[config.mk]
export PLATFORM = sky130hd
export DESIGN_NAME = v_issue_queue
export DESIGN_NICKNAME = d
export VERILOG_FILES = /design/src/rtl/v_pkg.sv /design/src/rtl/v_instr_fifo.sv /design/src/rtl/v_issue_queue.sv
export SDC_FILE = /design/constraint.sdc
export NUM_CORES = 1
export LEC_CHECK = 0
export ABC_AREA = 1
export CORE_MARGIN = 1
export CORE_UTILIZATION = 35
export DETAILED_ROUTE_END_ITERATION = 10
export SYNTH_ARGS = -nofsm -noshare
export SYNTH_HDL_FRONTEND = slang
export SYNTH_HIERARCHICAL = 1
export SYNTH_SLANG_ARGS = --single-unit
[constraint.sdc]
create_clock -name clk -period 4.1 [get_ports clk]
set_input_delay 0.41 -clock clk [delete_from_list [all_inputs] [get_ports clk]]
set_output_delay 0.41 -clock clk [all_outputs]
set_load 0.1 [all_outputs]
[src/rtl/v_pkg.sv]
// Shared opcode constants, reduction match values and issue-state encoding
// for the vector issue queue.
package v_pkg;

    localparam logic [6:0] OPC_OPV       = 7'h57;
    localparam logic [6:0] OPC_VLOAD     = 7'h07;
    localparam logic [6:0] OPC_VSTORE    = 7'h27;
    localparam logic [2:0] RED_FUNCT3    = 3'b010;
    localparam logic [2:0] RED_FUNCT6_HI = 3'b000;

    typedef enum logic [1:0] {
        ST_IDLE      = 2'd0,
        ST_ISSUE     = 2'd1,
        ST_WAIT_DONE = 2'd2
    } issue_state_e;

    function automatic logic is_vector_op(input logic [31:0] instr);
        return (instr[6:0] == OPC_OPV) || (instr[6:0] == OPC_VLOAD) ||
               (instr[6:0] == OPC_VSTORE);
    endfunction

    // Reductions write a scalar back, so the pipe must stall until the unit reports done.
    function automatic logic is_reduction(input logic [31:0] instr);
        return (instr[6:0] == OPC_OPV) && (instr[14:12] == RED_FUNCT3) &&
               (instr[31:29] == RED_FUNCT6_HI);
    endfunction

endpackage

[src/rtl/v_instr_fifo.sv]
// Instruction FIFO for the issue queue: power-of-two depth, wrapping
// pointers, synchronous clear.
module v_instr_fifo
    import v_pkg::*;
#(
    parameter int DEPTH = 4
) (
    input  logic                     clk,
    input  logic                     nrst,
    input  logic                     clr_i,
    input  logic                     push_i,
    input  logic                     pop_i,
    input  logic [31:0]              wdata_i,
    output logic [31:0]              rdata_o,
    output logic [$clog2(DEPTH):0]   count_o,
    output logic                     full_o,
    output logic                     empty_o
);

    localparam int AW = $clog2(DEPTH);
    localparam int CW = AW + 1;

    logic [AW-1:0] wr_ptr_q;
    logic [AW-1:0] rd_ptr_q;
    logic [CW-1:0] count_q;
    logic [31:0]   mem_q [DEPTH];
    logic          do_push;
    logic          do_pop;

    assign full_o  = (count_q == CW'(DEPTH));
    assign empty_o = (count_q == '0);
    assign count_o = count_q;
    assign rdata_o = mem_q[rd_ptr_q];
    assign do_push = push_i && !full_o && !clr_i;
    assign do_pop  = pop_i && !empty_o && !clr_i;

    always_ff @(posedge clk or negedge nrst) begin
        if (!nrst) begin
            wr_ptr_q <= '0;
            rd_ptr_q <= '0;
            count_q  <= '0;
        end else if (clr_i) begin
            wr_ptr_q <= '0;
            rd_ptr_q <= '0;
            count_q  <= '0;
        end else begin
            if (do_push) wr_ptr_q <= wr_ptr_q + AW'(1);
            if (do_pop)  rd_ptr_q <= rd_ptr_q + AW'(1);
            case ({do_push, do_pop})
                2'b10:   count_q <= count_q + CW'(1);
                2'b01:   count_q <= count_q - CW'(1);
                default: count_q <= count_q;
            endcase
        end
    end

    // Storage needs no reset: count gates every read.
    always_ff @(posedge clk) begin
        if (do_push) mem_q[wr_ptr_q] <= wdata_i;
    end

endmodule

[src/rtl/v_issue_queue.sv]
// Vector issue queue: filters vector ops from the base core, queues them and
// issues one per cycle, stalling behind reductions until done or timeout.
//
// state        | meaning
// ST_IDLE      | nothing on the output; pop the head when the FIFO has one
// ST_ISSUE     | op_instr_base valid for this cycle; decide next by the issued word
// ST_WAIT_DONE | reduction outstanding; count cycles until red_done or timeout
module v_issue_queue
    import v_pkg::*;
#(
    parameter int DEPTH   = 4,
    parameter int TIMEOUT = 64
) (
    input  logic        clk,
    input  logic        nrst,
    input  logic [31:0] base_instr,
    input  logic        base_valid,
    output logic        base_ready,
    input  logic        flush,
    input  logic        red_done,
    output logic [31:0] op_instr_base,
    output logic        issue_valid,
    output logic        busy,
    output logic        err_timeout
);

    localparam int TW = $clog2(TIMEOUT + 1);
    localparam logic [TW-1:0] TMR_TC = TW'(TIMEOUT - 1);

    issue_state_e          state_q, state_d;
    logic [31:0]           op_q, op_d;
    logic [TW-1:0]         tmr_q, tmr_d;
    logic                  err_q, err_d;
    logic                  fifo_push;
    logic                  fifo_pop;
    logic [31:0]           fifo_rdata;
    logic [$clog2(DEPTH):0] fifo_count;
    logic                  fifo_full;
    logic                  fifo_empty;

    // Scalar opcodes complete the handshake but are dropped here.
    assign base_ready = !fifo_full;
    assign fifo_push  = base_valid && base_ready && is_vector_op(base_instr) && !flush;

    v_instr_fifo #(
        .DEPTH(DEPTH)
    ) u_fifo (
        .clk     (clk),
        .nrst    (nrst),
        .clr_i   (flush),
        .push_i  (fifo_push),
        .pop_i   (fifo_pop),
        .wdata_i (base_instr),
        .rdata_o (fifo_rdata),
        .count_o (fifo_count),
        .full_o  (fifo_full),
        .empty_o (fifo_empty)
    );

    always_ff @(posedge clk or negedge nrst) begin
        if (!nrst) begin
            state_q <= ST_IDLE;
            op_q    <= '0;
            tmr_q   <= '0;
            err_q   <= 1'b0;
        end else begin
            state_q <= state_d;
            op_q    <= op_d;
            tmr_q   <= tmr_d;
            err_q   <= err_d;
        end
    end

    always_comb begin
        state_d  = state_q;
        op_d     = op_q;
        tmr_d    = tmr_q;
        err_d    = err_q;
        fifo_pop = 1'b0;
        if (flush) begin
            state_d = ST_IDLE;
            op_d    = '0;
            tmr_d   = '0;
        end else begin
            case (state_q)
                ST_IDLE: begin
                    if (!fifo_empty) begin
                        fifo_pop = 1'b1;
                        op_d     = fifo_rdata;
                        state_d  = ST_ISSUE;
                    end
                end
                ST_ISSUE: begin
                    if (is_reduction(op_q)) begin
                        op_d    = '0;
                        state_d = ST_WAIT_DONE;
                    end else if (!fifo_empty) begin
                        fifo_pop = 1'b1;
                        op_d     = fifo_rdata;
                    end else begin
                        op_d    = '0;
                        state_d = ST_IDLE;
                    end
                end
                ST_WAIT_DONE: begin
                    if (red_done) begin
                        tmr_d   = '0;
                        state_d = ST_IDLE;
                    end else if (tmr_q == TMR_TC) begin
                        err_d   = 1'b1;
                        tmr_d   = '0;
                        state_d = ST_IDLE;
                    end else begin
                        tmr_d = tmr_q + TW'(1);
                    end
                end
                default: begin
                    state_d = ST_IDLE;
                    op_d    = '0;
                    tmr_d   = '0;
                end
            endcase
        end
    end

    always_comb begin
        issue_valid = (state_q == ST_ISSUE);
        busy        = (fifo_count != '0) || (state_q != ST_IDLE);
    end

    assign op_instr_base = op_q;
    assign err_timeout   = err_q;

endmodule

==> summary.json <==
{
  "result_of_the_run": {"value": "complete, no violations"},
  "overall_via_count_from_detail_route": {"value": 4742},
  "post-synth-top-area-cell": {"value": "edfxtp_1"},
  "fin_crit_sh": {"value": 0.665},
  "gp_routability_congestion": {"value": 0.850},
  "final_area": {"value": 8790, "unit": "um^2"},
  "drv_cap": {"value": 0},
  "timing.critical_path.required": {"value": 3.69, "unit": "ns"},
  "rsz0062_at_grt": {"value": "no"},
  "postSynthCellCount": {"value": 611},
  "cts_setup_buffers": {"value": 0},
  "yosys.area_share.adder": {"value": 0.0114},
  "grt_start_max_net_pins": {"value": 66},
  "final_hold_viol_count": {"value": 0},
  "placedInstanceArea": {"value": 8200, "unit": "um^2"},
  "synth_xor_area_frac": {"value": 0.00482},
  "share_of_final_layout_standard_cells_stronger_than_drive_strength_1": {"value": 0.109},
  "route.detailed.drc": {"value": 0},
  "wire_length_of_the_first_global_routing_pass": {"value": 25.3, "unit": "mm"},
  "insertedDiodeCount": {"value": 0},
  "finalHoldWorstSlack": {"value": 0.448, "unit": "ns"},
  "cts_tree": {"value": "yes"},
  "critPathMaxFanout": {"value": 5},
  "postSynthAreaPerCell": {"value": 11.9, "unit": "um^2"},
  "tightest_slew": {"value": 1.16, "unit": "ns"},
  "numCtsBuffers": {"value": 17},
  "met2RoutedLength": {"value": 7.76, "unit": "mm"},
  "layout.nets": {"value": 726},
  "cp-start-kind": {"value": "flop"},
  "synth_top_cell_area_share": {"value": 0.529},
  "route.top_layer_used": {"value": "met4"},
  "timing.critical_path.arrival": {"value": 2.32, "unit": "ns"},
  "worst_setup_hold_path_clk_slew": {"value": 0.07, "unit": "ns"},
  "placement.io_buffers": {"value": 72},
  "area_growth_syn_to_layout": {"value": 21.0, "unit": "%"},
  "root_buffer": {"value": "clkbuf_16"},
  "core_area": {"value": 20300, "unit": "um^2"},
  "post_synth_and_or_nand_nor_area_fraction": {"value": 0.151},
  "fp-row-count": {"value": 52},
  "timing.critical_path.to_type": {"value": "output port"},
  "routed_via_density": {"value": 4.91},
  "number_of_global_route_vias_before_repair": {"value": 4852},
  "muxShareOfSynthArea": {"value": 0},
  "post_synthesis_compound_gate_area_fraction": {"value": 0.0857},
  "power.static_leakage": {"value": 3.34, "unit": "nW"},
  "yosysWarningCount": {"value": 6},
  "slew_headroom": {"value": 0.227},
  "deepest_level_of_the_cts_h_tree": {"value": 4},
  "hold_path_class": {"value": "input pin to asynchronous set/reset pin"},
  "initial_antenna_violation_count": {"value": 0},
  "final_period_minus_worst_setup_slack": {"value": 2.73, "unit": "ns"},
  "yosys.cell_types.count": {"value": 34},
  "clock_skew": {"value": 0.00943, "unit": "ns"},
  "yosys-top-cells-area": {"value": "edfxtp_1, dfrtp_1, nand2_1"},
  "floorplan.die_area": {"value": 21300, "unit": "um^2"},
  "num_io_pins": {"value": 73},
  "ant_nets": {"value": 0},
  "setup_tns": {"value": 0, "unit": "ns"},
  "dp_hpwl": {"value": 9.54, "unit": "mm"},
  "drtIter0Drc": {"value": 277},
  "die_h": {"value": 146, "unit": "um"},
  "synth_sequential_area_ratio": {"value": 0.698},
  "fmax": {"value": 367, "unit": "MHz"},
  "yosys_register_bits": {"value": 177},
  "synth_edf_count": {"value": 128},
  "detail_route.wl_per_cell": {"value": 16.5, "unit": "um"},
  "initial_core_utilization": {"value": 0.358},
  "die_width": {"value": 146, "unit": "um"},
  "pins_over_their_slew_limit": {"value": 0},
  "global_route.overflow_total": {"value": 0},
  "clock_latency_reported_for_the_late_side_of_the_worst_skew_pair": {"value": 0.43, "unit": "ns"},
  "synth_top_family_by_area": {"value": "simple AND/OR/NAND/NOR gates"},
  "timing.setup.critical_path_class": {"value": "flop to output port"},
  "met1_length": {"value": 7.17, "unit": "mm"},
  "net_count_of_the_mapped_netlist": {"value": 654},
  "yosysMostFrequentCell": {"value": "edfxtp_1"},
  "final_util": {"value": 0.433},
  "drt_pass1_iterations": {"value": 4},
  "clockBufferDepth": {"value": 2},
  "async_s_r_ff_share_synth": {"value": 0.277},
  "drt_wl_total": {"value": 15.9, "unit": "mm"},
  "vdd_ir_drop_max": {"value": 0.000261, "unit": "V"},
  "syn-cell-area": {"value": 7270, "unit": "um^2"},
  "powerDensity": {"value": 663, "unit": "nW/um^2"},
  "setup_viol": {"value": 0},
  "tritoncts_num_sinks": {"value": 177},
  "track_usage": {"value": 0.156},
  "post_synth_most_frequent_cells": {"value": "edfxtp_1, nand2_1, nor2_1"},
  "met3_wirelength_from_detailed_routing": {"value": 779, "unit": "um"},
  "ys_dominant_reg_cell": {"value": "edfxtp_1"}
}
[critical path: stages (launching register included)]
cell             delay, ns
dfrtp_1               0.45
nor2_2                0.09
nand2_2               0.10
inv_1                 0.06
inv_1                 0.06
clkdlybuf4s50_1       1.13
[registers in the layout (all words and copies together) (netlist names)]
name / count
u_fifo/rd_ptr_q: 2
op_instr_base: 32
u_fifo/wr_ptr_q: 2
state_q: 2
err_timeout: 1
u_fifo/count_o: 3
tmr_q: 7
u_fifo/mem_q: 128
[area by class of cell]
type / instances / area, um^2
inverters: 37 / 141
fillers: 1898 / 11500
repair buffers: 82 / 793
clock inverters: 15 / 160
well taps: 270 / 338
flip-flops and latches: 177 / 5070
clock buffers: 17 / 425
multi-input cells: 368 / 1870
[cells in the final DEF (no fill, tap or decap), types with 2 or more instances in the layout]
cell type	instances
a21oi_1	4
buf_4	9
bufinv_16	2
clkbuf_16	17
clkdlybuf4s50_1	71
clkinv_2	4
clkinv_4	2
clkinvlp_4	3
dfrtp_1	48
edfxtp_1	128
ha_1	5
inv_1	33
inv_2	3
inv_6	2
inv_8	2
nand2_1	95
nand2_2	7
nand3_1	32
nand3_2	12
nand4_1	2
nor2_1	84
nor2_2	2
nor2_4	5
nor3_1	2
o21ai_0	53
o21ai_1	21
o22ai_1	32
xor2_1	3
[worst paths after layout]
check	slack [ns]	from	cells past startpoint	to
min in group clk	0.46	err_timeout$_DFFE_PN0P_	1	err_timeout$_DFFE_PN0P_
worst min register to register	0.46	err_timeout$_DFFE_PN0P_	1	err_timeout$_DFFE_PN0P_
worst max register to register	1.67	u_fifo/count_o[0]$_DFFE_PN0P_	9	u_fifo/mem_q[1][29]$_DFFE_PP_
max in group asynchronous	2.79	nrst	3	u_fifo/rd_ptr_q[0]$_DFFE_PN0P_
worst max-delay path	1.37	u_fifo/count_o[0]$_DFFE_PN0P_	5	base_ready
worst min-delay path	0.45	nrst	2	op_instr_base[23]$_DFFE_PN0P_
[routing by layer]
metal,vias to the layer above,global-route usage
met1,2345,0.195
met4,0,0.0484
met3,15,0.0394
met5,-,0
met2,113,0.265
li1,2269,-
[logic make-up (layout without fill, tap and decap cells)]
kind of cell / Yosys count / after routing
buffers and inverters: 66 / 151
XOR/XNOR: 4 / 4
flip-flops: 177 / 177
AND/OR/NAND/NOR: 244 / 244
adder cells (fa/ha/maj): 6 / 6
AO/OA/AOI/OAI: 114 / 114
[metrics by stage]
step                power [mW]  cells  worst slack (ns)
floorplan                 3.81    611              1.18
global placement          4.28    933              1.25
detailed placement        4.29    933              1.20
CTS                       5.88    966              1.34
global route              6.07    966              1.28
finish                    5.83    966              1.37
[report_power, final]
part           switching, mW  internal [mW]
sequential             0.126           2.06
combinational           1.58          0.472
clock                  0.683          0.905
[timing repair]
item,4_1_cts,5_1_grt
hold endpoints to repair,13,0
hold buffers,1,0
endpoints found under the setup margin,0,0
gates resized for setup,0,0
No activity file was read; power rests on OpenSTA's default activity.
